--- config.mk ---
export PLATFORM = sky130hd
export DESIGN_NAME = argmax_stream_reader
export DESIGN_NICKNAME = d
export VERILOG_FILES = /design/src/rtl/argmax_stream_reader.sv
export SDC_FILE = /design/constraint.sdc
export NUM_CORES = 1
export LEC_CHECK = 0
export ABC_CLOCK_PERIOD_IN_PS = 3460
export BUFFER_PORTS_ARGS = -buffer_cell sky130_fd_sc_hd__buf_4
export CAP_MARGIN = 20
export CORE_ASPECT_RATIO = 1.4
export CORE_MARGIN = 2
export CORE_UTILIZATION = 57
export DETAILED_ROUTE_END_ITERATION = 7
export GPL_ROUTABILITY_DRIVEN = 0
export PLACE_DENSITY = 0.84
export SLEW_MARGIN = 10
export SYNTH_ARGS = -nofsm -noshare
export SYNTH_HDL_FRONTEND = slang
export SYNTH_SLANG_ARGS = --single-unit
--- constraint.sdc ---
create_clock -name clk -period 3.46 [get_ports clk]
set_input_delay 0.346 -clock clk [delete_from_list [all_inputs] [get_ports clk]]
set_output_delay 0.346 -clock clk [all_outputs]
set_load 0.005 [all_outputs]
--- src/rtl/argmax_stream_reader.sv ---
// argmax_stream_reader
// Consumes a classifier output vector one unsigned element per valid/ready
// beat, tracks the running maximum, and presents the winning class index and
// score on a registered valid/ready result port together with a length-error
// flag.
//
// Ports:
//   clk        rising-edge clock
//   reset      asynchronous, active-high reset
//   in_valid   element beat valid
//   in_ready   block can accept a beat (high whenever accumulating)
//   in_data    element value, unsigned
//   in_last    marks final element of the vector
//   out_valid  result valid, held until out_ready
//   out_ready  downstream accepts result
//   out_class  index of maximum element (lowest index on ties)
//   out_score  value of maximum element
//   out_error  vector length differed from NUM_CLASSES
//   busy       vector in progress or result pending
module argmax_stream_reader #(
    parameter int unsigned NUM_CLASSES = 10,
    parameter int unsigned DATA_WIDTH  = 16,
    parameter int unsigned IDX_WIDTH   = 4
) (
    input  logic                  clk,
    input  logic                  reset,
    input  logic                  in_valid,
    output logic                  in_ready,
    input  logic [DATA_WIDTH-1:0] in_data,
    input  logic                  in_last,
    output logic                  out_valid,
    input  logic                  out_ready,
    output logic [IDX_WIDTH-1:0]  out_class,
    output logic [DATA_WIDTH-1:0] out_score,
    output logic                  out_error,
    output logic                  busy
);

    localparam logic [IDX_WIDTH-1:0] LAST_IDX = IDX_WIDTH'(NUM_CLASSES - 1);

    typedef enum logic {
        ACCUM = 1'b0,
        DONE  = 1'b1
    } state_t;

    state_t                state_q, state_d;
    logic [IDX_WIDTH-1:0]  count_q, count_d;
    logic [DATA_WIDTH-1:0] max_q, max_d;
    logic [IDX_WIDTH-1:0]  max_idx_q, max_idx_d;
    logic                  out_valid_d;
    logic [IDX_WIDTH-1:0]  out_class_d;
    logic [DATA_WIDTH-1:0] out_score_d;
    logic                  out_error_d;

    // Winner including the current beat; the first beat always seeds it.
    logic [DATA_WIDTH-1:0] cand_max;
    logic [IDX_WIDTH-1:0]  cand_idx;

    always_comb begin
        cand_max = max_q;
        cand_idx = max_idx_q;
        if (count_q == '0) begin
            cand_max = in_data;
            cand_idx = '0;
        end else if (in_data > max_q) begin
            cand_max = in_data;
            cand_idx = count_q;
        end
    end

    // Next-state and next-output logic.
    always_comb begin
        state_d     = state_q;
        count_d     = count_q;
        max_d       = max_q;
        max_idx_d   = max_idx_q;
        out_valid_d = out_valid;
        out_class_d = out_class;
        out_score_d = out_score;
        out_error_d = out_error;

        case (state_q)
            ACCUM: begin
                if (in_valid) begin
                    max_d     = cand_max;
                    max_idx_d = cand_idx;
                    if (in_last || (count_q == LAST_IDX)) begin
                        // Short vector ends on in_last early; overlong is cut
                        // at NUM_CLASSES with in_last still low.
                        out_valid_d = 1'b1;
                        out_class_d = cand_idx;
                        out_score_d = cand_max;
                        out_error_d = in_last ? (count_q != LAST_IDX) : 1'b1;
                        state_d     = DONE;
                        count_d     = '0;
                    end else begin
                        count_d = count_q + IDX_WIDTH'(1);
                    end
                end
            end
            DONE: begin
                if (out_ready) begin
                    out_valid_d = 1'b0;
                    state_d     = ACCUM;
                end
            end
            default: state_d = ACCUM;
        endcase
    end

    // State and datapath registers.
    always_ff @(posedge clk or posedge reset) begin
        if (reset) begin
            state_q   <= ACCUM;
            count_q   <= '0;
            max_q     <= '0;
            max_idx_q <= '0;
            out_valid <= 1'b0;
            out_class <= '0;
            out_score <= '0;
            out_error <= 1'b0;
        end else begin
            state_q   <= state_d;
            count_q   <= count_d;
            max_q     <= max_d;
            max_idx_q <= max_idx_d;
            out_valid <= out_valid_d;
            out_class <= out_class_d;
            out_score <= out_score_d;
            out_error <= out_error_d;
        end
    end

    // Both decoded straight from registered state.
    assign in_ready = (state_q == ACCUM);
    assign busy     = ((state_q == ACCUM) && (count_q != '0)) || (state_q == DONE);

endmodule

==> flow_metrics.py, run 1 <==
metrics = {
    "sta": {
        "post-route-period-util_pct": 80.43,
        "relSlewSlack_pct": 51.01,
        "fin_crit_ps": 2783,
        "timing.final.hold_violations": 0,
        "worstMarginPinSlew_ps": 732.8,
        "rsz0062_at_grt": "no",
        "skew_ps": 7.261,
        "setup_viol_count_final": 0,
        "drv_slew": 0,
        "whs_ps": 222.3,
        "fin_tns_setup_ps": 0,
        "fmax_ghz": 0.3593,
    },
    "clock_network": {
        "cts_tree": "built",
        "htree_num_levels": 2,
        "root_buffer": "clkbuf_8",
        "cts_buffers": 5,
        "ctsResizeCount": 0,
        "worstSkewPairLatency_ps": 300,
        "clkSlewWorstSetupHoldPaths_ps": 90,
        "clk_path_buf_depth": 2,
        "cts.sinks": 47,
    },
    "routing": {
        "finalWirelength_um": 6667,
        "drtIter0Drc": 149,
        "wl_per_cell_um": 16.30,
        "num_vias": 2469,
        "drc": 0,
        "drtPass1Iterations": 4,
        "antenna_left": 0,
        "vias_per_cell": 6.037,
    },
    "die": {
        "coreArea_um2": 4880,
        "start_util_pct": 59.15,
        "io_pins": 45,
        "die_h_um": 88.20,
        "dieWidth_um": 64.15,
        "placementRows": 30,
        "die-area_um2": 5658,
    },
    "min_path": {
        "hold_class": "primary input to flop",
    },
    "critical_path": {
        "cp-start-kind": "flop",
        "crit_path_frequent_cell": "a21o_1",
        "endpoint_kind": "flop",
        "cpMaxStageDelayCell": "a2111oi_4",
        "path_class": "flop to flop",
        "worstPathRequired_ps": 3650,
        "worstPathCellList": "inv_1 -> ha_1 -> a21o_1 -> a21o_1 -> a2111oi_4 -> a31oi_4 -> o21ai_4 -> buf_4 -> mux2_2",
        "crit_arrival_ps": 2980,
        "critical_path_peak_fanout": 19,
        "r2r_slack_ps": 680,
        "crit_path_max_incr_delay_ps": 440,
    },
    "synth": {
        "ys_seq_area_share_pct": 40.75,
        "yosys.area.top_type": "dfrtp_1",
        "postSynthAreaPerCell_um2": 9.622,
        "ys_ff_latch": 47,
        "yosysTopAreaCellShare_pct": 40.75,
        "synth_nets": 340,
        "synthDistinctLibCells": 41,
        "synthArstFlopShare_pct": 100.0,
        "ys_warn_count": 0,
        "synth_flop_cell": "dfrtp_1",
        "ys_top_cells_by_area": "dfrtp_1 41%, ha_1 8.2%, a311o_1 5.2%",
        "syn_inst": 300,
        "syn_area_um2": 2887,
        "synth_edf_count": 0,
    },
    "global_routing": {
        "antenna_found_initial": 0,
        "grt_pass1_wl_um": 11040,
        "first_global_vias": 2403,
        "gr-usage-all-layers_pct": 24.78,
        "gr-total-overflow": 0,
        "grt_max_degree": 48,
    },
    "power": {
        "total_leakage_power_nw": 1.605,
        "powerDensity_nw_per_um2": 713.2,
        "pwr-share-clk_pct": 13.6,
        "ir_worst_vdd_mv": 0.3917,
        "swShare_pct": 39.78,
        "combPwrFrac_pct": 48.8,
        "seq_power_share_pct": 37.6,
        "p_int_mw": 1.453,
        "netSwitchingPower_mw": 0.9600,
    },
    "finish": {
        "stdcell_count": 409,
        "fin_nets": 384,
        "utilization_pct": 69.33,
        "drive_above_1_share_pct": 24.06,
        "area_delta_synth_final_pct": 17.21,
        "num_antenna_cells": 0,
    },
    "placement": {
        "dp_hpwl_um": 4589,
        "numPortBuffers": 44,
        "dp_cells": 399,
    },
    "run": {
        "drv_cap": 0,
    },
    "outcome": {
        "status": "complete, no violations",
    },
}
-- cells in the final DEF (no fill, tap or decap), drive strengths merged, types with 2 or more instances in the layout --
cell    instances
buf            52
clkbuf          7
mux2           17
nand2          34
a31oi           2
a21oi           8
nand4           3
o21ai          12
a21o            2
ha             19
nor2           37
and2            2
dfrtp          47
nand3           8
mux2i           2
nor2b           2
a32o            2
a311o          15
nor3           22
inv            22
a221oi         15
-- cells by family after synthesis --
family	count (synthesis)	share of synthesized area, %
multiplexers	19	8.236
flip-flops	47	40.75
buffers and inverters	38	5.548
AND/OR/NAND/NOR	113	18.25
AO/OA/AOI/OAI	64	18.99
adder cells (fa/ha/maj)	19	8.236
-- final timing paths --
check | from | to | cells after the start
setup / recovery | max_q[13] | max_q[1] | 9
hold / removal | out_ready | state_q | 2
setup reg to reg | max_q[13] | max_q[1] | 9
hold reg to reg | out_valid | out_valid | 2
max in group asynchronous | reset | max_q[12] | 4
min in group asynchronous | reset | out_score[4] | 3
-- synth_stat cells (all sizes together), types with 12 or more instances --
cell type   n
mux2       17
o21ai      12
nand2      34
a221oi     15
dfrtp      47
nor2       37
inv        22
nor3       22
a311o      15
ha         19
-- area by class of cell --
type                            count  area, um2
Multi-Input combinational cell    215       1550
Timing Repair Buffer               53      412.9
Inverter                           22      82.58
Sequential cell                    47       1176
Clock buffer                        7      76.32
Tap cell                           64      80.08
Clock inverter                      1      5.005
Fill cell                         407       1496
-- through the flow --
| stage | worst slack (ps) | instance area (um2) | power (mW) |
|---|---|---|---|
| after detailed placement | 651.5 | 3272 | 2.081 |
| final | 677.2 | 3383 | 2.413 |
| after CTS | 683.7 | 3353 | 2.418 |
| after floorplan | 885.3 | 2887 | 1.690 |
| after global routing | 560.0 | 3383 | 2.579 |
| after global placement | 697.6 | 3272 | 2.028 |
-- registers in the layout, indices dropped and copies added, names as in the netlist --
name,count
max_q,16
out_score,16
count_q,4
max_idx_q,4
out_class,4
out_error,1
out_valid,1
state_q,1
-- critical path: cells and delay by family (launching register included) --
family | cells | cell delay, ps
AOI/OAI and AO/OA | 5 | 1180
DFF | 1 | 390
buffers and inverters | 2 | 390
muxes | 1 | 380
adders and majority gates | 1 | 320
-- power by group through the flow --
stage	Clock, mW	Combinational (mW)	Sequential [mW]
after floorplan	0	0.803	0.886
after global placement	0	1.13	0.901
after detailed placement	0	1.17	0.911
after CTS	0.336	1.18	0.904
after global routing	0.352	1.29	0.933
final	0.329	1.18	0.907
-- timing repair --
action,4_1_cts,5_1_grt
hold endpoints to repair,0,9
buffers inserted,0,0
hold buffers,0,1
setup endpoints to repair,0,0
-- routing by layer --
metal / global-route usage [%] / routed length [um] / vias to the layer above
met5: 0 / 0 / -
met3: 3.470 / 212 / 10
li1: - / - / 1176
met1: 29.34 / 2740 / 1224
met2: 45.93 / 3598 / 59
met4: 8.317 / 116 / 0
Note: power is estimated with default switching activity, not from simulation.
==> inputs of run 2 (changes only) <==
--- a/config.mk
+++ b/config.mk
@@ -5,7 +5,7 @@
 export SDC_FILE = /design/constraint.sdc
 export NUM_CORES = 1
 export LEC_CHECK = 0
-export ABC_CLOCK_PERIOD_IN_PS = 3460
+export ABC_CLOCK_PERIOD_IN_PS = 2790
 export BUFFER_PORTS_ARGS = -buffer_cell sky130_fd_sc_hd__buf_4
 export CAP_MARGIN = 20
 export CORE_ASPECT_RATIO = 1.4
==> constraint.sdc (replaced) <==
create_clock -name clk -period 2.79 [get_ports clk]
set_input_delay 0.279 -clock clk [delete_from_list [all_inputs] [get_ports clk]]
set_output_delay 0.279 -clock clk [all_outputs]
set_load 0.005 [all_outputs]
==> run 2 against run 1 <==
Final area up 1.3%. Worst hold slack worse by 65 ps. Die area unchanged. Clock-buffer cell count unchanged. Global-route usage up 0.23 points. Via count up 0.89%. Largest cell class unchanged. Critical endpoint is now max_q[14]. First-iteration DRC count down 1.3%. Combinational power up 28%. Maximum frequency up 8.5%. Clock power up 22%. Utilization up 0.87 points.
==> flow_metrics.py, run 2 (synthesis gave the netlist of run 1 again) <==
metrics = {
    "clock_network": {
        "cts_tree": "built",
        "worstSkewPairLatency_ps": 300,
        "htree_num_levels": 2,
        "root_buffer": "clkbuf_8",
        "clk_path_buf_depth": 2,
        "postCtsSetupBuffers": 0,
        "cts_buffers": 5,
        "clkSlewWorstSetupHoldPaths_ps": 90,
        "cts.sinks": 47,
    },
    "sta": {
        "fmax_ghz": 0.3899,
        "fin_tns_setup_ps": 0,
        "post-route-period-util_pct": 91.93,
        "timing.final.hold_violations": 0,
        "relSlewSlack_pct": 51.64,
        "whs_ps": 157.1,
        "skew_ps": 7.324,
        "setup_viol_count_final": 0,
        "fin_crit_ps": 2565,
        "rsz0062_at_grt": "no",
        "setup_slack_ps": 225.3,
        "drv_slew": 0,
        "worstMarginPinSlew_ps": 723.6,
    },
    "routing": {
        "drtIter0Drc": 147,
        "vias_per_cell": 6.031,
        "wl_met3_um": 265,
        "drtPass1Iterations": 4,
        "antenna_left": 0,
        "wl_per_cell_um": 16.21,
        "route.met2.wl_um": 3560,
        "wl_met1_um": 2762,
        "drc": 0,
        "finalWirelength_um": 6694,
        "top_layer_used": "met4",
        "num_vias": 2491,
    },
    "finish": {
        "area_delta_synth_final_pct": 18.68,
        "num_antenna_cells": 0,
        "reg.largest.list": "max_q (16), out_score (16)",
        "stdcell_count": 413,
        "drive_above_1_share_pct": 24.93,
        "final_cell_mix": "54 x buf_4, 47 x dfrtp_1, 37 x nor2_1",
        "utilization_pct": 70.21,
        "fin_nets": 388,
        "final_common_cell": "buf_4",
        "final_area_um2": 3426,
    },
    "global_routing": {
        "gr-total-overflow": 0,
        "grt_pass1_wl_um": 11170,
        "first_global_vias": 2422,
        "grt_max_degree": 48,
        "gr-usage-all-layers_pct": 25.01,
        "antenna_found_initial": 0,
    },
    "die": {
        "placementRows": 30,
        "io_pins": 45,
        "start_util_pct": 59.15,
        "dieWidth_um": 64.15,
        "die-area_um2": 5658,
        "die_h_um": 88.20,
        "coreArea_um2": 4880,
    },
    "power": {
        "powerDensity_nw_per_um2": 884.5,
        "report.power.total_mw": 3.030,
        "ir_worst_vdd_mv": 0.6630,
        "total_leakage_power_nw": 1.629,
    },
    "placement": {
        "dp_hpwl_um": 4622,
        "dp_cells": 403,
        "postPlaceCellArea_um2": 3314,
        "dpl_worst_slack_ps": 240.7,
        "numPortBuffers": 44,
    },
    "critical_path": {
        "crit_end": "max_q[14]",
        "r2r_slack_ps": 230,
        "worstPathCellList": "inv_1 -> ha_1 -> a21o_1 -> a21o_1 -> a2111oi_4 -> a31oi_4 -> o21ai_4 -> buf_12 -> mux2_2",
        "worstPathRequired_ps": 2980,
        "cpMaxStageDelayCell": "a2111oi_4",
        "crit_path_frequent_cell": "a21o_1",
        "path_class": "flop to flop",
        "r2r_cells": 9,
        "crit_start": "max_q[13]",
        "r2r-start": "max_q[13]",
        "cp-start-kind": "flop",
        "crit_arrival_ps": 2750,
        "endpoint_kind": "flop",
        "crit_path_max_incr_delay_ps": 450,
        "critical_path_peak_fanout": 19,
        "r2r_end": "max_q[14]",
    },
    "run": {
        "drv_cap": 0,
    },
    "min_path": {
        "hold_class": "primary input to flop",
    },
    "outcome": {
        "status": "complete, no violations",
    },
}
## run 2: cell count changes in the layout (fill, tap and decap cells not counted)
cell	change
buf_12	+1
buf_4	+3
## run 2: what timing repair did
item                      in CTS  in global routing
hold endpoints to repair       0                  9
resized for setup              0                  0
hold buffers                   0                  1
## run 2: final cells by class
class / instances / area (um2)
clock inverter: 1 / 5.005
tap: 64 / 80.08
fill: 390 / 1454
inverter: 22 / 82.58
clock buffer: 7 / 76.32
timing repair buffer: 57 / 455.4
sequential: 47 / 1176
multi-input combinational: 215 / 1550
## run 2: worst min-delay path by stage
stage              start   endpoint  slack [ps]  depth (start not counted)
6_report       out_ready    state_q         160                          2
5_1_grt        out_ready    state_q         150                          2
4_1_cts        out_ready    state_q         150                          2
3_5_place_dp   out_valid  out_valid         470                          2
3_3_place_gp   out_valid  out_valid         460                          2
2_1_floorplan    in_last  out_error         380                          1
## run 2: layer usage
| layer | vias to the layer above | global-route usage [%] |
|---|---|---|
| met5 | - | 0 |
| li1 | 1186 | - |
| met2 | 60 | 46.40 |
| met3 | 11 | 3.856 |
| met4 | 0 | 8.704 |
| met1 | 1234 | 29.21 |
## run 2: where the power goes
| group | leakage [nW] | switching [mW] | internal [mW] |
|---|---|---|---|
| logic | 1.01 | 0.785 | 0.726 |
| registers | 0.578 | 0.182 | 0.935 |
| clock network | 0.0422 | 0.226 | 0.176 |
| total | 1.63 | 1.19 | 1.84 |
## run 2: critical path: cells and delay by family, from the launching register on
| family | cells | cell delay [ps] |
|---|---|---|
| AO/OA/AOI/OAI | 5 | 1130 |
| adder cells (fa/ha/maj) | 1 | 320 |
| buffers and inverters | 2 | 250 |
| flip-flops | 1 | 380 |
| multiplexers | 1 | 360 |
